**src/rtl/cpub_bus_pkg.sv**
```systemverilog
// cpub_bus_pkg: shared bus-state enum, write-record type and window decode for the CPU B responder
package cpub_bus_pkg;

  typedef enum logic [1:0] {
    ST_IDLE,
    ST_ADDR,
    ST_DATA
  } bus_state_t;

  typedef struct packed {
    logic [15:0] addr;
    logic [7:0]  data;
  } wr_rec_t;

  // 17-bit compare so a window ending at 16'hFFFF cannot wrap to address 0
  function automatic logic in_window(input logic [15:0] addr, input logic [15:0] base,
                                     input int unsigned aw);
    logic [16:0] lo;
    logic [16:0] hi;
    lo = {1'b0, base};
    hi = lo + (17'd1 << aw) - 17'd1;
    return ({1'b0, addr} >= lo) && ({1'b0, addr} <= hi);
  endfunction

endpackage

```
**src/rtl/cpub_rec_fifo.sv**
```systemverilog
// cpub_rec_fifo: synchronous FIFO with combinational head, simultaneous push/pop when full, drop flag
module cpub_rec_fifo #(
  parameter int DEPTH = 8,
  parameter int W     = 24
) (
  input  logic         i_clk,
  input  logic         i_rst_n,
  input  logic         i_push,
  input  logic [W-1:0] i_data,
  input  logic         i_ready,
  output logic         o_valid,
  output logic [W-1:0] o_data,
  output logic         o_drop
);
  localparam int PW = $clog2(DEPTH);

  logic [PW-1:0] r_wr_ptr;
  logic [PW-1:0] r_rd_ptr;
  logic [PW:0]   r_count;
  logic [W-1:0]  r_mem [DEPTH];
  logic          w_full;
  logic          w_pop;
  logic          w_wr;

  assign w_full  = r_count == (PW+1)'(DEPTH);
  assign o_valid = r_count != '0;
  assign o_data  = r_mem[r_rd_ptr];
  assign w_pop   = o_valid & i_ready;
  assign w_wr    = i_push & (~w_full | w_pop);
  assign o_drop  = i_push & w_full & ~w_pop;

  // pointers wrap naturally because DEPTH is a power of two
  always_ff @(posedge i_clk) begin
    if (!i_rst_n) begin
      r_wr_ptr <= '0;
      r_rd_ptr <= '0;
      r_count  <= '0;
      for (int i = 0; i < DEPTH; i++) r_mem[i] <= '0;
    end else begin
      if (w_wr) begin
        r_mem[r_wr_ptr] <= i_data;
        r_wr_ptr        <= r_wr_ptr + PW'(1);
      end
      if (w_pop) r_rd_ptr <= r_rd_ptr + PW'(1);
      if (w_wr && !w_pop) r_count <= r_count + (PW+1)'(1);
      else if (w_pop && !w_wr) r_count <= r_count - (PW+1)'(1);
    end
  end

endmodule

```
**src/rtl/cpu_bus_responder.sv**
```systemverilog
// cpu_bus_responder: CPU B bus target with byte register file and write-record FIFO; CPUB_RESPONDER_TIMEOUT_EN adds a cycle watchdog
module cpu_bus_responder
  import cpub_bus_pkg::*;
#(
  parameter logic [15:0] BASE_ADDR  = 16'h1000,
  parameter int          AW         = 4,
  parameter int          FIFO_DEPTH = 8,
  parameter int          TIMEOUT    = 64
) (
  input  logic        XTAL_IN,
  input  logic        RESET_IN,
  input  logic        AS_IN,
  input  logic        E_IN,
  input  logic        RW_IN,
  input  logic [7:0]  P3_IN,
  input  logic [7:0]  P4_IN,
  output logic [7:0]  P3_OUT,
  output logic        P3_IOM,
  output logic        REC_VALID,
  input  logic        REC_READY,
  output logic [15:0] REC_ADDR,
  output logic [7:0]  REC_DATA,
  output logic        OVERFLOW,
  output logic        TIMEOUT_FLAG
);
  bus_state_t r_state;
  bus_state_t w_next;
  logic        r_as;
  logic        r_as_d;
  logic        r_e;
  logic        r_e_d;
  logic [15:0] r_addr;
  logic        r_rw;
  logic [7:0]  r_p3_out;
  logic        r_p3_iom;
  logic        r_overflow;
  logic [7:0]  r_regfile [2**AW];
  logic        w_as_rise;
  logic        w_e_rise;
  logic        w_e_fall;
  logic        w_in_win;
  logic        w_latch;
  logic        w_enter_data;
  logic        w_drive;
  logic        w_release;
  logic        w_push;
  logic        w_drop;
  logic        w_tmo;
  wr_rec_t     w_rec;
  wr_rec_t     w_head;

  assign w_as_rise = r_as & ~r_as_d;
  assign w_e_rise  = r_e & ~r_e_d;
  assign w_e_fall  = ~r_e & r_e_d;
  assign w_in_win  = in_window(r_addr, BASE_ADDR, AW);
  assign w_rec     = '{addr: r_addr, data: P3_IN};

`ifdef CPUB_RESPONDER_TIMEOUT_EN
  localparam int TW = $clog2(TIMEOUT + 1);
  logic [TW-1:0] r_tmo_cnt;
  logic          r_tmo_flag;

  assign w_tmo        = (r_state != ST_IDLE) && (r_tmo_cnt == TW'(TIMEOUT - 1));
  assign TIMEOUT_FLAG = r_tmo_flag;

  // watchdog counts every cycle spent outside IDLE; flag is sticky until reset
  always_ff @(posedge XTAL_IN) begin
    if (!RESET_IN) begin
      r_tmo_cnt  <= '0;
      r_tmo_flag <= 1'b0;
    end else begin
      r_tmo_cnt  <= (r_state == ST_IDLE || w_tmo) ? '0 : r_tmo_cnt + TW'(1);
      r_tmo_flag <= r_tmo_flag | w_tmo;
    end
  end
`else
  assign w_tmo        = 1'b0;
  assign TIMEOUT_FLAG = 1'b0;
`endif

  // sample strobes once and keep the previous sample for edge detection
  always_ff @(posedge XTAL_IN) begin
    if (!RESET_IN) begin
      r_as   <= 1'b0;
      r_as_d <= 1'b0;
      r_e    <= 1'b0;
      r_e_d  <= 1'b0;
      r_state <= ST_IDLE;
    end else begin
      r_as   <= AS_IN;
      r_as_d <= r_as;
      r_e    <= E_IN;
      r_e_d  <= r_e;
      r_state <= w_next;
    end
  end

  // next state plus one-cycle action strobes; a watchdog expiry overrides everything
  always_comb begin
    w_next       = r_state;
    w_latch      = 1'b0;
    w_enter_data = 1'b0;
    w_release    = 1'b0;
    w_push       = 1'b0;
    case (r_state)
      ST_IDLE: begin
        w_latch = w_as_rise;
        w_next  = w_as_rise ? ST_ADDR : ST_IDLE;
      end
      ST_ADDR: begin
        w_latch      = w_as_rise;
        w_enter_data = ~w_as_rise & w_e_rise;
        w_next       = w_enter_data ? ST_DATA : ST_ADDR;
      end
      ST_DATA: begin
        w_release = w_e_fall;
        w_push    = w_e_fall & ~r_rw & w_in_win;
        w_next    = w_e_fall ? ST_IDLE : ST_DATA;
      end
      default: w_next = ST_IDLE;
    endcase
    if (w_tmo) begin
      w_next       = ST_IDLE;
      w_latch      = 1'b0;
      w_enter_data = 1'b0;
      w_release    = 1'b1;
      w_push       = 1'b0;
    end
  end

  assign w_drive = w_enter_data & RW_IN & w_in_win;

  // address/direction capture, read-data drive and register file writes
  always_ff @(posedge XTAL_IN) begin
    if (!RESET_IN) begin
      r_addr     <= '0;
      r_rw       <= 1'b1;
      r_p3_out   <= '0;
      r_p3_iom   <= 1'b1;
      r_overflow <= 1'b0;
      for (int i = 0; i < 2**AW; i++) r_regfile[i] <= '0;
    end else begin
      if (w_latch) r_addr <= {P4_IN, P3_IN};
      if (w_enter_data) r_rw <= RW_IN;
      if (w_drive) r_p3_out <= r_regfile[r_addr[AW-1:0]];
      r_p3_iom <= w_drive ? 1'b0 : w_release ? 1'b1 : r_p3_iom;
      if (w_push) r_regfile[r_addr[AW-1:0]] <= P3_IN;
      r_overflow <= r_overflow | w_drop;
    end
  end

  cpub_rec_fifo #(
    .DEPTH(FIFO_DEPTH),
    .W    ($bits(wr_rec_t))
  ) u_fifo (
    .i_clk  (XTAL_IN),
    .i_rst_n(RESET_IN),
    .i_push (w_push),
    .i_data (w_rec),
    .i_ready(REC_READY),
    .o_valid(REC_VALID),
    .o_data (w_head),
    .o_drop (w_drop)
  );

  assign P3_OUT   = r_p3_out;
  assign P3_IOM   = r_p3_iom;
  assign REC_ADDR = w_head.addr;
  assign REC_DATA = w_head.data;
  assign OVERFLOW = r_overflow;

endmodule

```
**config.mk**
```make
export PLATFORM = sky130hd
export DESIGN_NAME = cpu_bus_responder
export DESIGN_NICKNAME = d
export VERILOG_FILES = /design/src/rtl/cpub_bus_pkg.sv /design/src/rtl/cpub_rec_fifo.sv /design/src/rtl/cpu_bus_responder.sv
export SDC_FILE = /design/constraint.sdc
export NUM_CORES = 1
export LEC_CHECK = 0
export ABC_AREA = 1
export CORE_UTILIZATION = 55
export DETAILED_ROUTE_END_ITERATION = 16
export PLACE_DENSITY = 0.78
export RECOVER_POWER = 50
export SYNTH_ARGS = -nofsm -noshare
export SYNTH_HDL_FRONTEND = slang
export SYNTH_SLANG_ARGS = --single-unit
```
**constraint.sdc**
```tcl
create_clock -name XTAL_IN -period 2 [get_ports XTAL_IN]
set_input_delay 0.2 -clock XTAL_IN [delete_from_list [all_inputs] [get_ports XTAL_IN]]
set_output_delay 0.2 -clock XTAL_IN [all_outputs]
set_load 0.02 [all_outputs]
```
* Word-level counts from Yosys, hierarchy flattened *
Memory sizes are Yosys's and may differ from the RTL's. A register that Yosys moved wholly into a read port is not among the register bits.
Cells that the tools add are included.
Widths: inputs -> output; s select.

word-level totals
  RAM bits = 320
  memories = 2
  register bits = 35
  logic and storage cells = 84
  bits of input ports = 22

memories
  name          depth  width  read ports  clocked after memory_dff  wr ports  RTL line                 RTL
  u_fifo.r_mem  8      24     1           1                         8         cpub_rec_fifo.sv:20      logic [W-1:0] r_mem [DEPTH];
  r_regfile     16     8      1           1                         16        cpu_bus_responder.sv:37  logic [7:0] r_regfile [2**AW];

cells by class
  add/subtract/negate cells = 4
  multiplexer cells = 27
  magnitude comparators = 2
  bitwise operators = 21
  eq/ne operators = 3
  reduce and logical (&&, ||, !) cells = 13

operator list
  operator              number
  $mux 24               1
  $reduce_or 24->1      1
  $ge 16x13->1 const B  1
  $le 16x13->1 const B  1
  $mux 1                16
  $and 1x1->1           12
  $mux 4                3
  $mux 3                3
  $mux 8                1
  $reduce_or 8->1       1
  $not 1->1             7
  $add 3x1->3 const B   2
  $pmux 2 s3            1
  $add 4x1->4 const B   1
  $eq 4x4->1 const B    1
  $mux 2                2
  $reduce_bool 2->1     2
  $reduce_bool 4->1     1
  $sub 4x1->4 const B   1
  $logic_and 1x1->1     3
  $logic_not 1->1       3
  $eq 2x1->1 const B    1
  $eq 2x2->1 const B    1
  $logic_not 2->1       1
  2 further kinds       3

* Logic depth before layout (Yosys ltp) *
  depth in word-level cells = 11
  depth in mapped cells = 15
  gate-level depth less buffers = 14

* By module *
Synthesis repeated with hierarchy kept, for this count alone.

unflattened totals
  cells, all modules = 1810
  area, all modules = 16941.2 um2

modules (own cells, without submodules)
  module             area each (um2)  sequential area each (um2)  instances  cells each
  cpub_rec_fifo      9537.9           6025.8                      1          983
  cpu_bus_responder  7403.4           4504.3                      1          827

* Worst setup path after synthesis *
Ideal clock, no wire load.

  path kind = reg-to-reg
  from = register r_state[1]
  to = memory u_fifo.r_mem[1][0], enable pin
  setup slack = -0.196 ns
  data arrival time = 1.815 ns
  library setup time = 0.381 ns
  data required time = 1.619 ns
  stages on the path, launching flop included = 11
  cells stage by stage = dfxtp_1 > inv_1 > nor2_2 > nand2_1 > nor2_2 > nand3_1 > nor2_2 > buf_6 > nand4_4 > buf_6 > nand2_1

RTL lines
  what                    RTL line                 RTL
  start, declared         cpu_bus_responder.sv:26  bus_state_t r_state;
  start signal, assigned  cpu_bus_responder.sv:94  r_state <= w_next;
  end, declared           cpub_rec_fifo.sv:20

==> metrics.cfg <==
[global_routing]
gr-total-overflow = 0
grt_antenna_before_repair = 2
grtUsageTotal_pct = 29.7
grt_first_pass_wirelength_um = 65200
grt_pass1_vias = 12400
grt_max_degree = 73

[power_and_ir_drop]
p_int_mw = 16.0
ir_drop_uv = 843
p_sw_share_pct = 31.8
powerDensity_nw_per_um2 = 1150
clockPowerShare_pct = 28.4
power_frac_seq_pct = 38.2
p_comb_share_pct = 33.4
p_leak_nw = 8.42
p_sw_mw = 7.49

[timing]
post-route-period-util_pct = 120
max_freq_ghz = 0.417
fin_ws_ps = -400
drv_slew = 73
slew_headroom_pct = -13.1
finalSetupTns_ps = -21860
setup_viol = 277
grt_setup_unrepaired = true
tightest_slew_ps = 1700
finalHoldViolations = 0
skew_ps = 28.3
period_needed_ps = 2400

[critical_path]
cp_max_fo = 10
worst-path-buf-inv = 3
required_ps = 1800
path_cells = buf_6, buf_16, nor2_1, o32ai_2, nand2_1, nand2_1, buf_6
arrival_ps = 2200
cp_top_family = compound AO/OA/AOI/OAI gates
slowest_stage = o32ai_2
endpoint_kind = primary output
critPathKind = reg2out
crit_path_max_incr_delay_ps = 460
start_kind = register

[logic_synthesis]
yosys-top-cells-area = edfxtp_1 61%, nor2_1 9.9%, nand2_1 7.3%, dfxtp_1 5.8%, o32ai_1 2.7%
syn_inst = 1509
syn_avg_cell_area_um2 = 10.5
synth_mux_area_share_pct = 0
synth_top_area_cell = edfxtp_1
synthAdderAreaFrac_pct = 0.524
seq_area_frac_synth_pct = 66.8
synth_xor_area_share_pct = 0.167
syn_area_um2 = 15800
async_reset_ff_share_pct = 0
synth_edf_count = 320
synth_top_family_by_area = simple AND/OR/NAND/NOR gates
ys.warnings.count = 0
synth_simple_gate_area_share_pct = 21.6
netlist-cell-type-count = 29
ys_ff_latch = 366
synth_top_area_share_pct = 60.9
synth-compound-area-share_pct = 6.62
synth_ff_type = edfxtp_1

[die]
die_area_um2 = 29400
ios = 58
coreArea_um2 = 28000
die_y_um = 171
die_w_um = 171
start_util_pct = 56.3
core.rowCount = 61

[final_layout]
finalNetCount = 1798
design_area_um2 = 20400
drive_above_1_share_pct = 22.6
synthToLayoutAreaGrowth_pct = 29.4
layout_commonest_cell = nor2_1
final_cell_mix = 390 x nor2_1, 320 x edfxtp_1, 271 x nand2_1

[clock_tree]
clockRootBuffer = clkbuf_16
cts_made_buffers = 38
cts_tree = built
cts_buffer_depth = 3
clock_latency_ps = 540
cts.sinks = 366
hold_buffers = 0
cts.reportedPaths.clkPinSlew_ps = 60
htree_levels = 2

[route]
wl_um = 44700
drc = 0
viasPerCell = 5.68
ant_nets = 0
drtIter0Drc = 1283
wl_per_cell_um = 20.5
vias = 12400
drt_pass1_iterations = 6

[placed_design]
place_area_um2 = 18100
io_buffers = 56
gp_congestion = 0.845
post-dp-hpwl_um = 23700

[worst_hold_path]
hp-class = in2reg

[run_status]
violations = max-capacitance violations, max-slew violations, negative setup slack
status = finished with violations

[job]
maxCapViolCount = 1

==> layer usage <==
| metal | track usage [%] | vias to the layer above | wire, µm |
|---|---|---|---|
| met5 | 0 | - | 0 |
| met4 | 17.7 | 0 | 2830 |
| li1 | - | 5544 | - |
| met1 | 33.8 | 5963 | 15800 |
| met2 | 52.5 | 689 | 22600 |
| met3 | 5.15 | 187 | 3540 |
==> cell type report <==
type	count	area, µm²
Sequential cell	366	10500
Multi-Input combinational cell	1074	5470
Tap cell	378	473
Clock inverter	14	86.3
Fill cell	1761	7600
Timing Repair Buffer	225	2510
Clock buffer	56	1080
Inverter	65	251
Antenna cell	2	5.00
==> cells by family after synthesis <==
family,count (synthesis)
AO/OA/AOI/OAI,172
flip-flops,366
XOR/XNOR,3
other,1
adder cells (fa/ha/maj),6
AND/OR/NAND/NOR,804
buffers and inverters,157
==> state kept, by name (all words and copies together) (netlist names), named ones only <==
name,flops
u_fifo.r_rd_ptr,3
P3_OUT,8
r_as_d,1
r_state,2
u_fifo.r_wr_ptr,3
u_fifo.r_mem,192
OVERFLOW,1
r_as,1
P3_IOM,1
r_e_d,1
r_regfile,128
r_e,1
r_addr,16
r_rw,1
u_fifo.r_count,4
==> cells in the mapped netlist (all sizes together) (5+ instances only) <==
cell type / number
nand3: 24
inv: 61
edfxtp: 320
o32ai: 48
a21oi: 33
nand2: 325
o21ai: 90
buf: 35
dfxtp: 46
clkbuf: 57
ha: 5
nand4: 26
nor2: 428
==> stage by stage <==
| step | util, % | instances | setup slack, ps | power (mW) | hold WS [ps] |
|---|---|---|---|---|---|
| 2_1_floorplan | - | 1597 | -44.4 | 11.9 | 298 |
| 3_3_place_gp | 64.7 | 2078 | -102 | 14.1 | 431 |
| 3_5_place_dp | 64.7 | 2078 | -117 | 14.3 | 443 |
| 4_1_cts | 71.9 | 2168 | -209 | 22.4 | 205 |
| 5_1_grt | 72.9 | 2180 | -410 | 24.2 | 164 |
| 6_report | 72.9 | 2180 | -400 | 23.5 | 171 |
==> power groups by stage <==
| stage | registers, mW | clock network [mW] | logic (mW) |
|---|---|---|---|
| CTS | 8.95 | 6.67 | 6.78 |
| finish | 8.98 | 6.69 | 7.86 |
| global placement | 9.05 | 0 | 5.08 |
| floorplan | 8.99 | 0 | 2.87 |
| global route | 9.02 | 7.00 | 8.22 |
| detailed placement | 9.07 | 0 | 5.20 |
==> tightest hold or removal path, cell delays in order <==
cell	delay, ps
buf_2	120
nand2_2	130
buf_4	130
o21ai_0	60
==> final timing paths <==
check	startpoint	end	slack (ps)	cells after the start
hold / removal	RESET_IN	OVERFLOW$_SDFF_PN0_	170	4
hold reg to reg	r_as$_SDFF_PN0_	r_as_d$_SDFF_PN0_	450	2
setup / recovery	register	REC_DATA[2]	-400	7
setup reg to reg	r_e_d$_SDFF_PN0_	r_regfile[5][0]$_SDFFCE_PN0P_	-120	13
==> repair_timing <==
action                                 in CTS  in global routing
endpoints found under the hold margin       0                  0
setup endpoints to repair                  74                368
resized for setup                         239                 88
setup buffers                              12                  9
pin swaps                                  63                 55
cloned                                      8                  5
Note: power is estimated with default switching activity, not from simulation.
